### src/rtl/lane_bank_pkg.sv
// ---------------------------------------------------------------------------
// flippy_pkg : shared types and constants for the lane_bank falling-target game.
//   lane_state_t : per-lane state (IDLE, FALL, OVER)
//   LANES        : number of lanes in the bank
//   LFSR_TAPS    : tap mask for x^8+x^6+x^5+x^4+1 (bits 7,5,4,3 of a
//                  left-shifting Fibonacci register)
//   rol8()       : 8-bit rotate-left helper
//   lfsr_next()  : one Fibonacci step of the target LFSR
//   lane_rot()   : rotate amount applied to the LFSR for each lane's load
// Optional feature macro used by the design: LANE_SPEEDUP_EN
// ---------------------------------------------------------------------------
package flippy_pkg;

    localparam int LANES = 3;
    localparam logic [7:0] LFSR_TAPS = 8'hB8;

    typedef enum logic [1:0] {
        IDLE = 2'd0,
        FALL = 2'd1,
        OVER = 2'd2
    } lane_state_t;

    function automatic logic [7:0] rol8(input logic [7:0] v, input int unsigned n);
        logic [15:0] w;
        w = {v, v} << n[2:0];
        return w[15:8];
    endfunction

    // Feedback is the XOR of the tapped bits, shifted in at bit 0.
    function automatic logic [7:0] lfsr_next(input logic [7:0] v);
        return {v[6:0], ^(v & LFSR_TAPS)};
    endfunction

    function automatic int unsigned lane_rot(input int lane);
        case (lane)
            0:       return 32'd0;
            1:       return 32'd3;
            default: return 32'd5;
        endcase
    endfunction

endpackage

### src/rtl/lane_bank_if.sv
// ---------------------------------------------------------------------------
// lane_bank_if : game-side bus of the lane bank.
//   reset_signal [2:0]  per-lane restart request (level)
//   tick                fall-step strobe
//   switches     [7:0]  player switch value
//   game_over    [2:0]  per-lane OVER level
//   correct      [2:0]  per-lane match pulse
//   lane_value   [23:0] targets, lane i at [8i+7:8i]
//   lane_height  [11:0] heights, lane i at [4i+3:4i]
// master: game controller / testbench side; slave: lane_bank side.
// ---------------------------------------------------------------------------
interface lane_bank_if;
    logic [2:0]  reset_signal;
    logic        tick;
    logic [7:0]  switches;
    logic [2:0]  game_over;
    logic [2:0]  correct;
    logic [23:0] lane_value;
    logic [11:0] lane_height;

    modport master (
        output reset_signal, tick, switches,
        input  game_over, correct, lane_value, lane_height
    );

    modport slave (
        input  reset_signal, tick, switches,
        output game_over, correct, lane_value, lane_height
    );
endinterface

### src/rtl/lane_bank_lane_unit.sv
// ---------------------------------------------------------------------------
// lane_unit : one lane of the bank -- state machine, target, height, fall
// phase and (optionally) hit counter. All outputs are registered.
//   clock, reset    rising-edge clock, synchronous active-high reset
//   restart_i       restart request for this lane
//   tick_i          fall-step strobe
//   switches_i      player switch value
//   lfsr_i          shared LFSR value (rotated here by ROT)
//   game_over_o     high while in OVER
//   correct_o       one-cycle pulse after a match
//   target_o        current target
//   height_o        current height
// Macro LANE_SPEEDUP_EN adds a saturating hit counter; at 4+ hits every
// tick advances the lane instead of every second tick.
// ---------------------------------------------------------------------------
module lane_unit
    import flippy_pkg::*;
#(
    parameter int          HEIGHT_MAX = 9,
    parameter int unsigned ROT        = 0
) (
    input  logic       clock,
    input  logic       reset,
    input  logic       restart_i,
    input  logic       tick_i,
    input  logic [7:0] switches_i,
    input  logic [7:0] lfsr_i,
    output logic       game_over_o,
    output logic       correct_o,
    output logic [7:0] target_o,
    output logic [3:0] height_o
);

    localparam logic [4:0] HMAX_C = 5'(HEIGHT_MAX);

    lane_state_t state_q;
    logic [7:0]  target_q;
    logic [3:0]  height_q;
    logic        phase_q;
    logic        game_over_q;
    logic        correct_q;
`ifdef LANE_SPEEDUP_EN
    logic [2:0]  hits_q;
`endif

    logic [7:0]  rot_s;
    logic [7:0]  load_value_s;
    logic        match_s;
    logic        advance_s;
    logic [4:0]  height_inc_s;

    // New target: rotated LFSR, with bit 0 flipped if it would match right away.
    always_comb begin
        rot_s = rol8(lfsr_i, ROT);
        if (rot_s == switches_i) begin
            load_value_s = rot_s ^ 8'h01;
        end else begin
            load_value_s = rot_s;
        end
    end

    // Match detection, advance strobe and the incremented height.
    always_comb begin
        match_s      = (state_q == FALL) && (switches_i == target_q);
        height_inc_s = {1'b0, height_q} + 5'd1;
`ifdef LANE_SPEEDUP_EN
        advance_s    = tick_i && (phase_q || (hits_q >= 3'd4));
`else
        advance_s    = tick_i && phase_q;
`endif
    end

    // Lane state machine with registered outputs; restart beats match.
    always_ff @(posedge clock) begin
        if (reset) begin
            state_q     <= IDLE;
            target_q    <= 8'h00;
            height_q    <= 4'd0;
            phase_q     <= 1'b0;
            game_over_q <= 1'b0;
            correct_q   <= 1'b0;
`ifdef LANE_SPEEDUP_EN
            hits_q      <= 3'd0;
`endif
        end else begin
            correct_q <= 1'b0;
            if (restart_i) begin
                state_q     <= FALL;
                target_q    <= load_value_s;
                height_q    <= 4'd0;
                phase_q     <= 1'b0;
                game_over_q <= 1'b0;
`ifdef LANE_SPEEDUP_EN
                hits_q      <= 3'd0;
`endif
            end else begin
                case (state_q)
                    IDLE: begin
                        state_q <= IDLE;
                    end
                    FALL: begin
                        if (match_s) begin
                            // A match also wins over a bottom-reaching advance.
                            correct_q <= 1'b1;
                            target_q  <= load_value_s;
                            height_q  <= 4'd0;
                            phase_q   <= 1'b0;
`ifdef LANE_SPEEDUP_EN
                            if (hits_q != 3'd7) begin
                                hits_q <= hits_q + 3'd1;
                            end
`endif
                        end else if (tick_i) begin
                            phase_q <= ~phase_q;
                            if (advance_s) begin
                                height_q <= height_inc_s[3:0];
                                if (height_inc_s == HMAX_C) begin
                                    state_q     <= OVER;
                                    game_over_q <= 1'b1;
                                end
                            end
                        end
                    end
                    OVER: begin
                        state_q <= OVER;
                    end
                    default: begin
                        state_q <= IDLE;
                    end
                endcase
            end
        end
    end

    assign game_over_o = game_over_q;
    assign correct_o   = correct_q;
    assign target_o    = target_q;
    assign height_o    = height_q;

endmodule

### src/rtl/lane_bank.sv
// ---------------------------------------------------------------------------
// lane_bank : three falling-target lanes sharing one 8-bit Fibonacci LFSR.
//   clock  rising-edge clock
//   reset  synchronous active-high reset (LFSR reloads SEED, lanes go IDLE)
//   bus    lane_bank_if.slave -- reset_signal/tick/switches in,
//          game_over/correct/lane_value/lane_height out
// Parameters: HEIGHT_MAX (<= 15), SEED (non-zero LFSR reset value).
// Optional feature macro: LANE_SPEEDUP_EN (handled inside lane_unit).
// ---------------------------------------------------------------------------
module lane_bank
    import flippy_pkg::*;
#(
    parameter int         HEIGHT_MAX = 9,
    parameter logic [7:0] SEED       = 8'hA5
) (
    input  logic        clock,
    input  logic        reset,
    lane_bank_if.slave  bus
);

    logic [7:0] lfsr_q;
    logic [7:0] lfsr_d;

    // LFSR steps on every clock regardless of lane activity.
    always_comb begin
        lfsr_d = lfsr_next(lfsr_q);
    end

    // Shared LFSR register.
    always_ff @(posedge clock) begin
        if (reset) begin
            lfsr_q <= SEED;
        end else begin
            lfsr_q <= lfsr_d;
        end
    end

    for (genvar i = 0; i < LANES; i++) begin : g_lane
        lane_unit #(
            .HEIGHT_MAX (HEIGHT_MAX),
            .ROT        (lane_rot(i))
        ) u_lane (
            .clock       (clock),
            .reset       (reset),
            .restart_i   (bus.reset_signal[i]),
            .tick_i      (bus.tick),
            .switches_i  (bus.switches),
            .lfsr_i      (lfsr_q),
            .game_over_o (bus.game_over[i]),
            .correct_o   (bus.correct[i]),
            .target_o    (bus.lane_value[8*i +: 8]),
            .height_o    (bus.lane_height[4*i +: 4])
        );
    end

endmodule

### src/flat_wrapper.sv
// flat-port wrapper written by rule: the top's interface ports become plain ports
module lane_bank_flat import flippy_pkg::*;
#(
    parameter int         HEIGHT_MAX = 9,
    parameter logic [7:0] SEED       = 8'hA5
)
  (clock, reset, bus_reset_signal, bus_tick, bus_switches, bus_game_over, bus_correct, bus_lane_value, bus_lane_height);
  lane_bank_if bus_i ();
  input  logic clock;
  input  logic reset;
  input wire logic [$bits(bus_i.reset_signal)-1:0] bus_reset_signal;
  input wire logic [$bits(bus_i.tick)-1:0] bus_tick;
  input wire logic [$bits(bus_i.switches)-1:0] bus_switches;
  output wire logic [$bits(bus_i.game_over)-1:0] bus_game_over;
  output wire logic [$bits(bus_i.correct)-1:0] bus_correct;
  output wire logic [$bits(bus_i.lane_value)-1:0] bus_lane_value;
  output wire logic [$bits(bus_i.lane_height)-1:0] bus_lane_height;
  assign bus_i.reset_signal = bus_reset_signal;
  assign bus_i.tick = bus_tick;
  assign bus_i.switches = bus_switches;
  assign bus_game_over = bus_i.game_over;
  assign bus_correct = bus_i.correct;
  assign bus_lane_value = bus_i.lane_value;
  assign bus_lane_height = bus_i.lane_height;
  lane_bank #(.HEIGHT_MAX(HEIGHT_MAX), .SEED(SEED)) u_core (.clock(clock), .reset(reset), .bus(bus_i));
endmodule
### config.mk
export PLATFORM = sky130hd
export DESIGN_NAME = lane_bank_flat
export DESIGN_NICKNAME = d
export VERILOG_FILES = /design/src/rtl/lane_bank_pkg.sv /design/src/rtl/lane_bank_if.sv /design/src/rtl/lane_bank_lane_unit.sv /design/src/rtl/lane_bank.sv /design/src/flat_wrapper.sv
export SDC_FILE = /design/constraint.sdc
export NUM_CORES = 1
export LEC_CHECK = 0
export BUFFER_PORTS_ARGS = -buffer_cell sky130_fd_sc_hd__buf_2
export CAP_MARGIN = 20
export CORE_MARGIN = 2
export CORE_UTILIZATION = 55
export DETAILED_ROUTE_END_ITERATION = 7
export PLACE_DENSITY = 0.79
export SLEW_MARGIN = 0
export SYNTH_ARGS = -nofsm -noshare
export SYNTH_HDL_FRONTEND = slang
export SYNTH_SLANG_ARGS = --single-unit
### constraint.sdc
create_clock -name clock -period 2.57 [get_ports clock]
set_clock_uncertainty 0.1 [all_clocks]
set_input_delay 0.257 -clock clock [delete_from_list [all_inputs] [get_ports clock]]
set_output_delay 0.257 -clock clock [all_outputs]
set_load 0.02 [all_outputs]
==> impl_metrics.ini <==
[sta]
fin_crit_sh_pct = 73.3
timing.final.hold_violations = 0
slew_violations = 0
fin_ws_ps = 687
layout_min_cycle_time_ps = 1880
rsz0062_at_grt = no
setup_tns_ps = 0
report.final.setup_viol = 0
whs_ps = 51.4
tightest_slew_ps = 668
max_freq_mhz = 531
max_slew_margin_pct = 55.5

[layout]
syn2layout_area_growth_pct = 12.9
finalInstanceArea_um2 = 3550
fillerInstances = 465
fin_util_pct = 64.4
regArea_um2 = 1180
antennaDiodeCount = 0
drive_gt1_share_pct = 22.2
final_nets = 410
layout_commonest_cell = dfxtp_1
multiInputGateArea_um2 = 1730
final_cells = 464
final_cell_mix = 59 x dfxtp_1, 55 x buf_2, 39 x nor2_1

[detailed_routing]
wl_per_cell_um = 14.9
dr.pass1.iters = 4
vias = 2552
drc = 0
routed_via_density = 5.50
drt_iter0_drc = 86
finalWirelength_mm = 6.92
antenna_left = 0

[critical_path]
reg2reg_setup_slack_ps = 690
rr_endpoint = u_core.g_lane[1].u_lane.target_o[4]
critPathRequiredTime_ps = 2680
worst-setup-path-type = flip-flop to flip-flop
worst-path-buf-inv = 1
crit_arrival_ps = 1990
regToRegStartpoint = u_core.g_lane[1].u_lane.state_q[1]
crit_fanout = 8
cpMaxStageDelayCell = o31ai_4
reg2regPathDepth = 6
slowest_delay_ps = 530
crit_chain = inv_1 > ha_1 > nand2_1 > o31ai_4 > mux2i_1 > nor2_1
cp-end-kind = flip-flop
cpLargestDelayFamily = compound AO/OA/AOI/OAI gates
cp-start-kind = flip-flop

[placement]
hpwl_mm = 4.91
place_ws_ps = 632
port-buffer-count = 55
placed_cell_area_um2 = 3340
place_congestion = 0.857
dp.cells = 447

[hold_path]
min_to = u_core.g_lane[1].u_lane.game_over_o
min_path_type = input pin to flip-flop
hold_start = bus_reset_signal[1]
hold_depth = 2

[synthesis]
netlist_area_um2 = 3140
synthDistinctLibCells = 50
ys_ff_latch = 59
seq_area_frac_synth_pct = 37.6
synthCells = 348
syn_avg_cell_area_um2 = 9.03
syn_nets = 371
yosys_warnings = 0
synth-edff-count = 0
synth-async-reset-ratio_pct = 0
synth_flop_cell = dfxtp_1

[power]
p_leak_nw = 1.52
ir_worst_vdd_v = 0.000404
power_density_nw_per_um2 = 619
finalPower_mw = 2.20

[clock_network]
cts_tree = yes
path_clk_slew_ps = 70
clockBufferDepth = 2
clock_sinks = 59
clockRootBuffer = clkbuf_8
cts-htree-levels = 3
cts-buffers-inserted = 9
post_cts_resized = 0
clk_latency_ps = 350

[floorplan]
die_w_um = 79.6
start_util_pct = 57.1
pin_count = 56
dieArea_um2 = 6340
rows = 27
coreArea_um2 = 5510
dieHeight_um = 79.6

[grt]
antenna_found_initial = 0
grt-ovfl-total = 0
first_global_vias = 2453
grt_max_degree = 43
grt_pass1_wl_mm = 11.6
grt_use_total_pct = 23.8

[run_status]
outcome = complete, no violations

[flow_run]
maxCapViolations = 0
-- power breakdown --
group          internal, mW  leakage [nW]  switching [mW]
registers             0.963         0.484          0.0626
logic                 0.133         0.938           0.190
clock network         0.469        0.0991           0.380
-- worst max path at each step --
stage / slack [ps] / cells after the start / to / start
finish: 690 / 6 / u_core.g_lane[1].u_lane.target_o[4] / u_core.g_lane[1].u_lane.state_q[1]
global route: 510 / 6 / u_core.g_lane[1].u_lane.target_o[3] / u_core.g_lane[1].u_lane.state_q[1]
CTS: 680 / 6 / u_core.g_lane[1].u_lane.target_o[4] / u_core.g_lane[1].u_lane.state_q[1]
detailed placement: 630 / 6 / u_core.g_lane[0].u_lane.target_o[6] / bus_switches[6]
global placement: 680 / 6 / u_core.g_lane[0].u_lane.target_o[3] / bus_switches[6]
floorplan: 700 / 6 / u_core.g_lane[1].u_lane.state_q[1] / u_core.g_lane[1].u_lane.height_o[0]
-- layer usage --
metal  routed length [um]  global-route usage [%]  vias to the layer above
met5                    0                       0                        -
met4                  180                    11.6                        0
met3                  355                    7.35                       20
met2                 3130                    36.1                       62
met1                 3260                    30.6                     1218
li1                     -                       -                     1252
-- synthesized netlist by cell type (all sizes together) (3+ instances only) --
| library cell | instances | area (um^2) |
|---|---|---|
| and2 | 4 | 27.5 |
| clkbuf | 11 | 41.3 |
| buf | 17 | 124 |
| nand3b | 7 | 52.6 |
| or2 | 4 | 25.0 |
| o31ai | 3 | 41.3 |
| a32o | 3 | 30.0 |
| nand4 | 6 | 37.5 |
| a31oi | 3 | 25.0 |
| o21a | 4 | 30.0 |
| nand3 | 9 | 45.0 |
| xnor2 | 18 | 158 |
| and3 | 3 | 18.8 |
| nand2 | 12 | 45.0 |
| nor2b | 3 | 18.8 |
| a21oi | 9 | 45.0 |
| nor3 | 7 | 35.0 |
| xor2 | 38 | 333 |
| nor4 | 8 | 75.1 |
| dfxtp | 59 | 1180 |
| nand2b | 11 | 68.8 |
| inv | 17 | 63.8 |
| nor2 | 39 | 146 |
| mux2i | 13 | 130 |
| o21ai | 11 | 58.8 |
| ha | 9 | 113 |
-- logic make-up (layout without fill, tap and decap cells) --
| logic type | Yosys count | after routing | synth area share (%) |
|---|---|---|---|
| AO/OA/AOI/OAI | 48 | 48 | 11.6 |
| XOR/XNOR | 56 | 56 | 15.6 |
| adder cells (fa/ha/maj) | 9 | 9 | 3.58 |
| buffers and inverters | 45 | 89 | 7.29 |
| flip-flops | 59 | 59 | 37.6 |
| multiplexers | 13 | 13 | 4.14 |
| AND/OR/NAND/NOR | 118 | 118 | 20.2 |
-- sequential cells by signal, summed over array words and instances (netlist names) --
name	flops
u_core.g_lane.u_lane.target_o	24
u_core.g_lane.u_lane.correct_o	3
u_core.g_lane.u_lane.state_q	6
u_core.g_lane.u_lane.game_over_o	3
u_core.lfsr_q	8
u_core.g_lane.u_lane.height_o	12
u_core.g_lane.u_lane.phase_q	3
-- final cells by class --
type                       count  share of cell area, %
inverter                      17                   1.80
clock buffer                  11                   3.99
sequential                    59                   33.3
tap                           72                   2.54
clock inverter                 5                   1.48
timing repair buffer          56                   8.04
multi-input combinational    244                   48.9
-- worst reg2reg max path: stages (launching register included) --
cell	delay [ps]
dfxtp_1	300
inv_1	60
ha_1	280
nand2_1	160
o31ai_4	530
mux2i_1	270
nor2_1	50
-- what timing repair did --
| item | CTS | global route |
|---|---|---|
| setup buffers | 0 | 0 |
| hold buffers | 1 | 0 |
| endpoints found under the hold margin | 1 | 0 |
No activity file was read; power rests on OpenSTA's default activity.
